### src/rtl/dmem_port_arbiter.sv
// Single-port DMEM arbiter between the core and a remote (network) requester.
// Optional starvation guard enabled by defining DMEM_ARB_STARVATION_GUARD_EN.
module dmem_port_arbiter #(
    parameter int data_width_p   = 32,
    parameter int dmem_size_p    = 1024,
    parameter int starve_limit_p = 16,
    localparam int dmem_addr_width_lp = $clog2(dmem_size_p),
    localparam int mask_width_lp      = data_width_p / 8
) (
    input  logic                          clk_i,
    input  logic                          reset_i,

    input  logic                          core_v_i,
    input  logic                          core_w_i,
    input  logic [dmem_addr_width_lp-1:0] core_addr_i,
    input  logic [data_width_p-1:0]       core_data_i,
    input  logic [mask_width_lp-1:0]      core_mask_i,
    output logic                          core_yumi_o,
    output logic                          core_data_v_o,
    output logic [data_width_p-1:0]       core_data_o,

    input  logic                          remote_v_i,
    input  logic                          remote_w_i,
    input  logic [dmem_addr_width_lp-1:0] remote_addr_i,
    input  logic [data_width_p-1:0]       remote_data_i,
    input  logic [mask_width_lp-1:0]      remote_mask_i,
    output logic                          remote_yumi_o,
    output logic                          remote_data_v_o,
    output logic [data_width_p-1:0]       remote_data_o,

    output logic                          mem_v_o,
    output logic                          mem_w_o,
    output logic [dmem_addr_width_lp-1:0] mem_addr_o,
    output logic [data_width_p-1:0]       mem_data_o,
    output logic [mask_width_lp-1:0]      mem_mask_o,
    input  logic [data_width_p-1:0]       mem_data_i,

    output logic [7:0]                    starve_cnt_o
);

    // Handshake: a requester holds v_i (and its fields) until it sees yumi_o
    // high in the same cycle; yumi_o is a combinational accept and the request
    // is consumed on that rising edge. v_i may drop before yumi_o without effect.

    logic force_remote;
    logic pending_r;
    logic owner_r;      // 0 = core, 1 = remote

`ifdef DMEM_ARB_STARVATION_GUARD_EN
    localparam logic [7:0] starve_limit_lp = 8'(starve_limit_p);
    logic [7:0] starve_cnt_r;

    assign force_remote = remote_v_i & (starve_cnt_r == starve_limit_lp);

    always_ff @(posedge clk_i) begin
        if (reset_i) begin
            starve_cnt_r <= '0;
        end else if (!remote_v_i || remote_yumi_o) begin
            starve_cnt_r <= '0;
        end else if (starve_cnt_r != starve_limit_lp) begin
            starve_cnt_r <= starve_cnt_r + 8'd1;
        end
    end

    assign starve_cnt_o = starve_cnt_r;
`else
    assign force_remote = 1'b0;
    assign starve_cnt_o = '0;
`endif

    assign core_yumi_o   = ~reset_i & core_v_i & ~force_remote;
    assign remote_yumi_o = ~reset_i & remote_v_i & (~core_v_i | force_remote);

    always_comb begin
        mem_v_o    = core_yumi_o | remote_yumi_o;
        mem_w_o    = core_w_i;
        mem_addr_o = core_addr_i;
        mem_data_o = core_data_i;
        mem_mask_o = core_mask_i;
        if (remote_yumi_o) begin
            mem_w_o    = remote_w_i;
            mem_addr_o = remote_addr_i;
            mem_data_o = remote_data_i;
            mem_mask_o = remote_mask_i;
        end
    end

    always_ff @(posedge clk_i) begin
        if (reset_i) begin
            pending_r <= 1'b0;
            owner_r   <= 1'b0;
        end else begin
            pending_r <= mem_v_o & ~mem_w_o;
            if (mem_v_o) begin
                owner_r <= remote_yumi_o;
            end
        end
    end

    // Gating with reset_i drops a response whose read was granted just before reset.
    assign core_data_v_o   = pending_r & ~owner_r & ~reset_i;
    assign remote_data_v_o = pending_r &  owner_r & ~reset_i;
    assign core_data_o     = mem_data_i;
    assign remote_data_o   = mem_data_i;

endmodule

### config.mk
export PLATFORM = sky130hd
export DESIGN_NAME = dmem_port_arbiter
export DESIGN_NICKNAME = d
export VERILOG_FILES = /design/src/rtl/dmem_port_arbiter.sv
export SDC_FILE = /design/constraint.sdc
export NUM_CORES = 1
export LEC_CHECK = 0
export BUFFER_PORTS_ARGS = -buffer_cell sky130_fd_sc_hd__buf_2
export CAP_MARGIN = 20
export CORE_AREA = 5 5 95 97
export DETAILED_ROUTE_END_ITERATION = 7
export DIE_AREA = 0 0 100 102
export SYNTH_ARGS = -nofsm -noshare
export SYNTH_HDL_FRONTEND = slang
export SYNTH_SLANG_ARGS = --single-unit
### constraint.sdc
create_clock -name clk_i -period 1.1 [get_ports clk_i]
set_input_delay 0.11 -clock clk_i [delete_from_list [all_inputs] [get_ports clk_i]]
set_output_delay 0.11 -clock clk_i [all_outputs]
set_load 0.1 [all_outputs]
[After elaboration in Yosys (flattened, before gate mapping)]
Cells that the tools add are included.
Widths: inputs -> output; s select.
Storage, ports and cells
  bits in registers: 2
  input bits: 130
Operators by class
  muxes and demuxes: 4
  bitwise logic cells: 13
Operators by type and width (count)
  $mux 32: 1
  $mux 10: 1
  $and 1x1->1: 8
  $mux 4: 1
  $not 1->1: 4
  $mux 1: 1
  $or 1x1->1: 1

[Depth between registers and ports, before layout]
  word-level depth: 6
  mapped depth: 4
  mapped depth without buffers: 2

[Least setup slack after synthesis]
OpenSTA, ideal clock, no wires.
  kind: flip-flop to output port
  start point: register owner_r
  end point: output core_data_v_o
  arrival time: 2.508 ns
  slack: -1.518 ns
  stages on the path, launching flop included: 2
  path buffers: 0
  cell sequence: dfxtp_1 -> nor3b_1
Between the ends
  word-level cells in the longest chain between the ends: 3
Ends and longest elaborated chain
  from (decl): RTL line 47  | logic owner_r;
  from (signal assigned): RTL line 95  | owner_r <= remote_yumi_o;
  $not 1->1: RTL line 101  | assign core_data_v_o = pending_r & ~owner_r & ~reset_i;
  $and 1x1->1 (2 in a row): RTL line 101
  to (decl): RTL line 19  | output logic core_data_v_o,
No other way between the ends.

[Worst setup path after layout]
  start point: input reset_i
  end point: output mem_data_o[12]
Between the ends
  word-level cells in the longest chain between the ends: 4
Ends and longest elaborated chain
  from (decl): RTL line 11  | input logic reset_i,
  $not 1->1: RTL line 72  | assign remote_yumi_o = ~reset_i & remote_v_i & (~core_v_i | force_remote);
  $and 1x1->1 (2 in a row): RTL line 72
  $mux 32: RTL line 80  | if (remote_yumi_o) begin
  to (decl): RTL line 34  | output logic [data_width_p-1:0] mem_data_o,
No other way between the ends.

==> impl_metrics.ini <==
[layout]
final_core_util_pct = 34.2
nNetsFinal = 367
n_antenna_cell = 0
stdcell_area_sq_um = 2750
layoutNonFillerInstCount = 340
multi_input_area_sq_um = 812
seqCellArea_sq_um = 42.5
flow.area_growth_from_synthesis_pct = 108
fillerInstances = 788
drive_gt1_share_pct = 94.5

[worst_setup_path]
timing.critical_path.fanout_max = 10
critical_path.endpoint_type = output port
arrival_ns = 1.35
worstPathRequired_ns = 0.99
crit_path_start_kind = primary input
critPathKind = in -> out

[synth]
synthDominantCellAreaShare_pct = 42.0
synth.most_common_cell = sky130_fd_sc_hd__buf_4
ys_warn_count = 0
syn_area_sq_um = 1320
synth_commonest_cells = sky130_fd_sc_hd__buf_4 (74), sky130_fd_sc_hd__mux2_2 (28), sky130_fd_sc_hd__mux2_4 (19)
sequential_fraction_of_the_synthesis_area_pct = 3.03
synthCells = 138
synth_top_cell_by_area = sky130_fd_sc_hd__buf_4
dominantRegCellSynth = sky130_fd_sc_hd__dfxtp_1
mean_instance_size_in_the_synthesized_netlist_sq_um = 9.58
post_synth_edffs = 0
yosysUniqueCellTypes = 16
synthArstFlopShare_pct = 0
synth.top_cells.by_area = sky130_fd_sc_hd__buf_4 (42%), sky130_fd_sc_hd__mux2_2 (24%), sky130_fd_sc_hd__mux2_4 (22%)
yosys_register_bits = 2

[sta]
fin_worst_skew_ns = 0
report.final.slew_viol_count = 0
setup-violations-final = 48
grt_setup_unrepaired = true
max_clock_freq_mhz = 686
postLayoutSetupSlackWorst_ns = -0.357
final-hold-violation-count = 0
period_share_pct = 132
holdWs_ns = 0.187
finalCriticalPeriod_ns = 1.46

[clock_network]
cts_buffers = 3
register_clock_pin_slew_on_the_reported_worst_setup_and_hold_paths_ns = 0.03
clock_latency_at_the_later_pin_of_the_worst_skew_pair_ns = 0.21
cts_max_level = 1
cts_tree = done
clk_path_buf_depth = 2
clock_sinks = 2
clockRootBuffer = sky130_fd_sc_hd__clkbuf_8

[power_and_ir_drop]
register_share_of_total_power_pct = 3.1
internal-power_mw = 1.16
vdd.ir_drop.worst_mv = 0.565
clkPwrFrac_pct = 11.0
power.combinational.fraction_pct = 85.8
sw_frac_of_total_pct = 55.5
power.net_switching_mw = 1.44
power_density_nw_per_um2 = 944
leakagePower_nw = 1.38
total_power_mw = 2.60

[detailed_routing]
routedWlPerCell_um = 16.0
first_pass_iters = 4
routed_via_density = 3.67
dr_total_vias = 1248
drc_errors = 0
wirelength_um = 5430
dr.first_iter.drc_count = 13
remaining_number_of_nets_flagged_by_the_antenna_check_after_routing = 0

[grt]
grt_start_max_net_pins = 12
gr-usage-all-layers_pct = 9.80
grt_overflow_total = 0
grt_pass1_vias = 1453
first_pass_grt_wire_length_um = 7780
antenna_found_initial = 1

[floorplan]
floorplan.rows = 33
x_dimension_of_the_die_um = 100
starting_utilization_of_the_core_area_pct = 16.4
core-area_sq_um = 8050
die_area_sq_um = 10200
die_h_um = 102
num_io_pins = 254

[worst_hold_path]
hold_class = in -> reg

[placed_design]
gp_congestion = 0.723
detailed_place_hpwl_um = 4230
placed_cells = 332
port_buffers = 149
placement.cell_area_sq_um = 1930

[flow_run]
maxCapViolations = 0

[outcome]
failed_checks = negative setup slack
run_status = complete, but fails checks
==> flip-flops by register name, summed over array words and instances, names as in the netlist <==
signal / count
owner_r: 1
pending_r: 1
==> worst max-delay path, cell delays in order <==
cell and delay, ns:
sky130_fd_sc_hd__buf_8 0.10, sky130_fd_sc_hd__nor3b_4 0.27, sky130_fd_sc_hd__buf_6 0.21, sky130_fd_sc_hd__buf_16 0.16, sky130_fd_sc_hd__mux2_4 0.32, sky130_fd_sc_hd__buf_12 0.17
==> timing repair <==
| item | 4_1_cts | 5_1_grt |
|---|---|---|
| pin swaps | 1 | 2 |
| setup buffers | 2 | 1 |
| setup endpoints to repair | 50 | 49 |
| hold buffers | 0 | 0 |
| resized for setup | 179 | 10 |
| cloned | 4 | 0 |
==> layout make-up <==
type / instances / area share (%)
multi-input cells: 66 / 29.5
well taps: 105 / 4.77
clock buffers: 3 / 1.50
flip-flops and latches: 2 / 1.54
repair buffers: 164 / 62.7
==> per-stage QoR <==
stage / setup TNS, ns / worst slack (ns)
after global placement: -17.88 / -0.425
after CTS: -13.40 / -0.350
after detailed placement: -19.12 / -0.462
after global routing: -16.75 / -0.408
final: -14.33 / -0.357
after floorplan: -3.72 / -0.184
==> path summary, 6_finish.rpt <==
check,startpoint,endpoint,slack [ns],cells past startpoint
setup / recovery,reset_i,mem_data_o[12],-0.36,6
hold / removal,core_v_i,owner_r,0.19,3
setup reg to reg,owner_r,owner_r,0.50,2
hold reg to reg,owner_r,owner_r,0.52,2
==> logic make-up after synthesis <==
family,share of synthesized area (%)
AOI/OAI and AO/OA,0.378
buffers and inverters,45.9
DFF,3.03
muxes,45.4
other,0.284
and+or+nand+nor,5.01
==> layout by cell type (no fill, tap or decap), drive strengths merged <==
master,count
a21oi,1
and3b,1
buf,164
clkbuf,3
conb,8
dfxtp,2
mux2,47
nand2b,1
nor2,3
nor2b,1
nor3,1
nor3b,2
or3b,1
==> power groups by stage <==
stage | registers [mW] | logic [mW] | clock network (mW)
floorplan | 0.0803 | 2.50 | 0
global route | 0.0815 | 2.29 | 0.306
CTS | 0.0805 | 2.22 | 0.293
detailed placement | 0.0808 | 1.76 | 0
finish | 0.0809 | 2.23 | 0.287
global placement | 0.0806 | 1.75 | 0
==> metal layers <==
| metal | global-route usage, % | routed length [um] |
|---|---|---|
| met5 | 0 | 13 |
| met4 | 1.45 | 25 |
| met3 | 5.12 | 701 |
| met2 | 16.2 | 2660 |
| met1 | 11.6 | 2030 |
No activity file was read; power rests on OpenSTA's default activity.
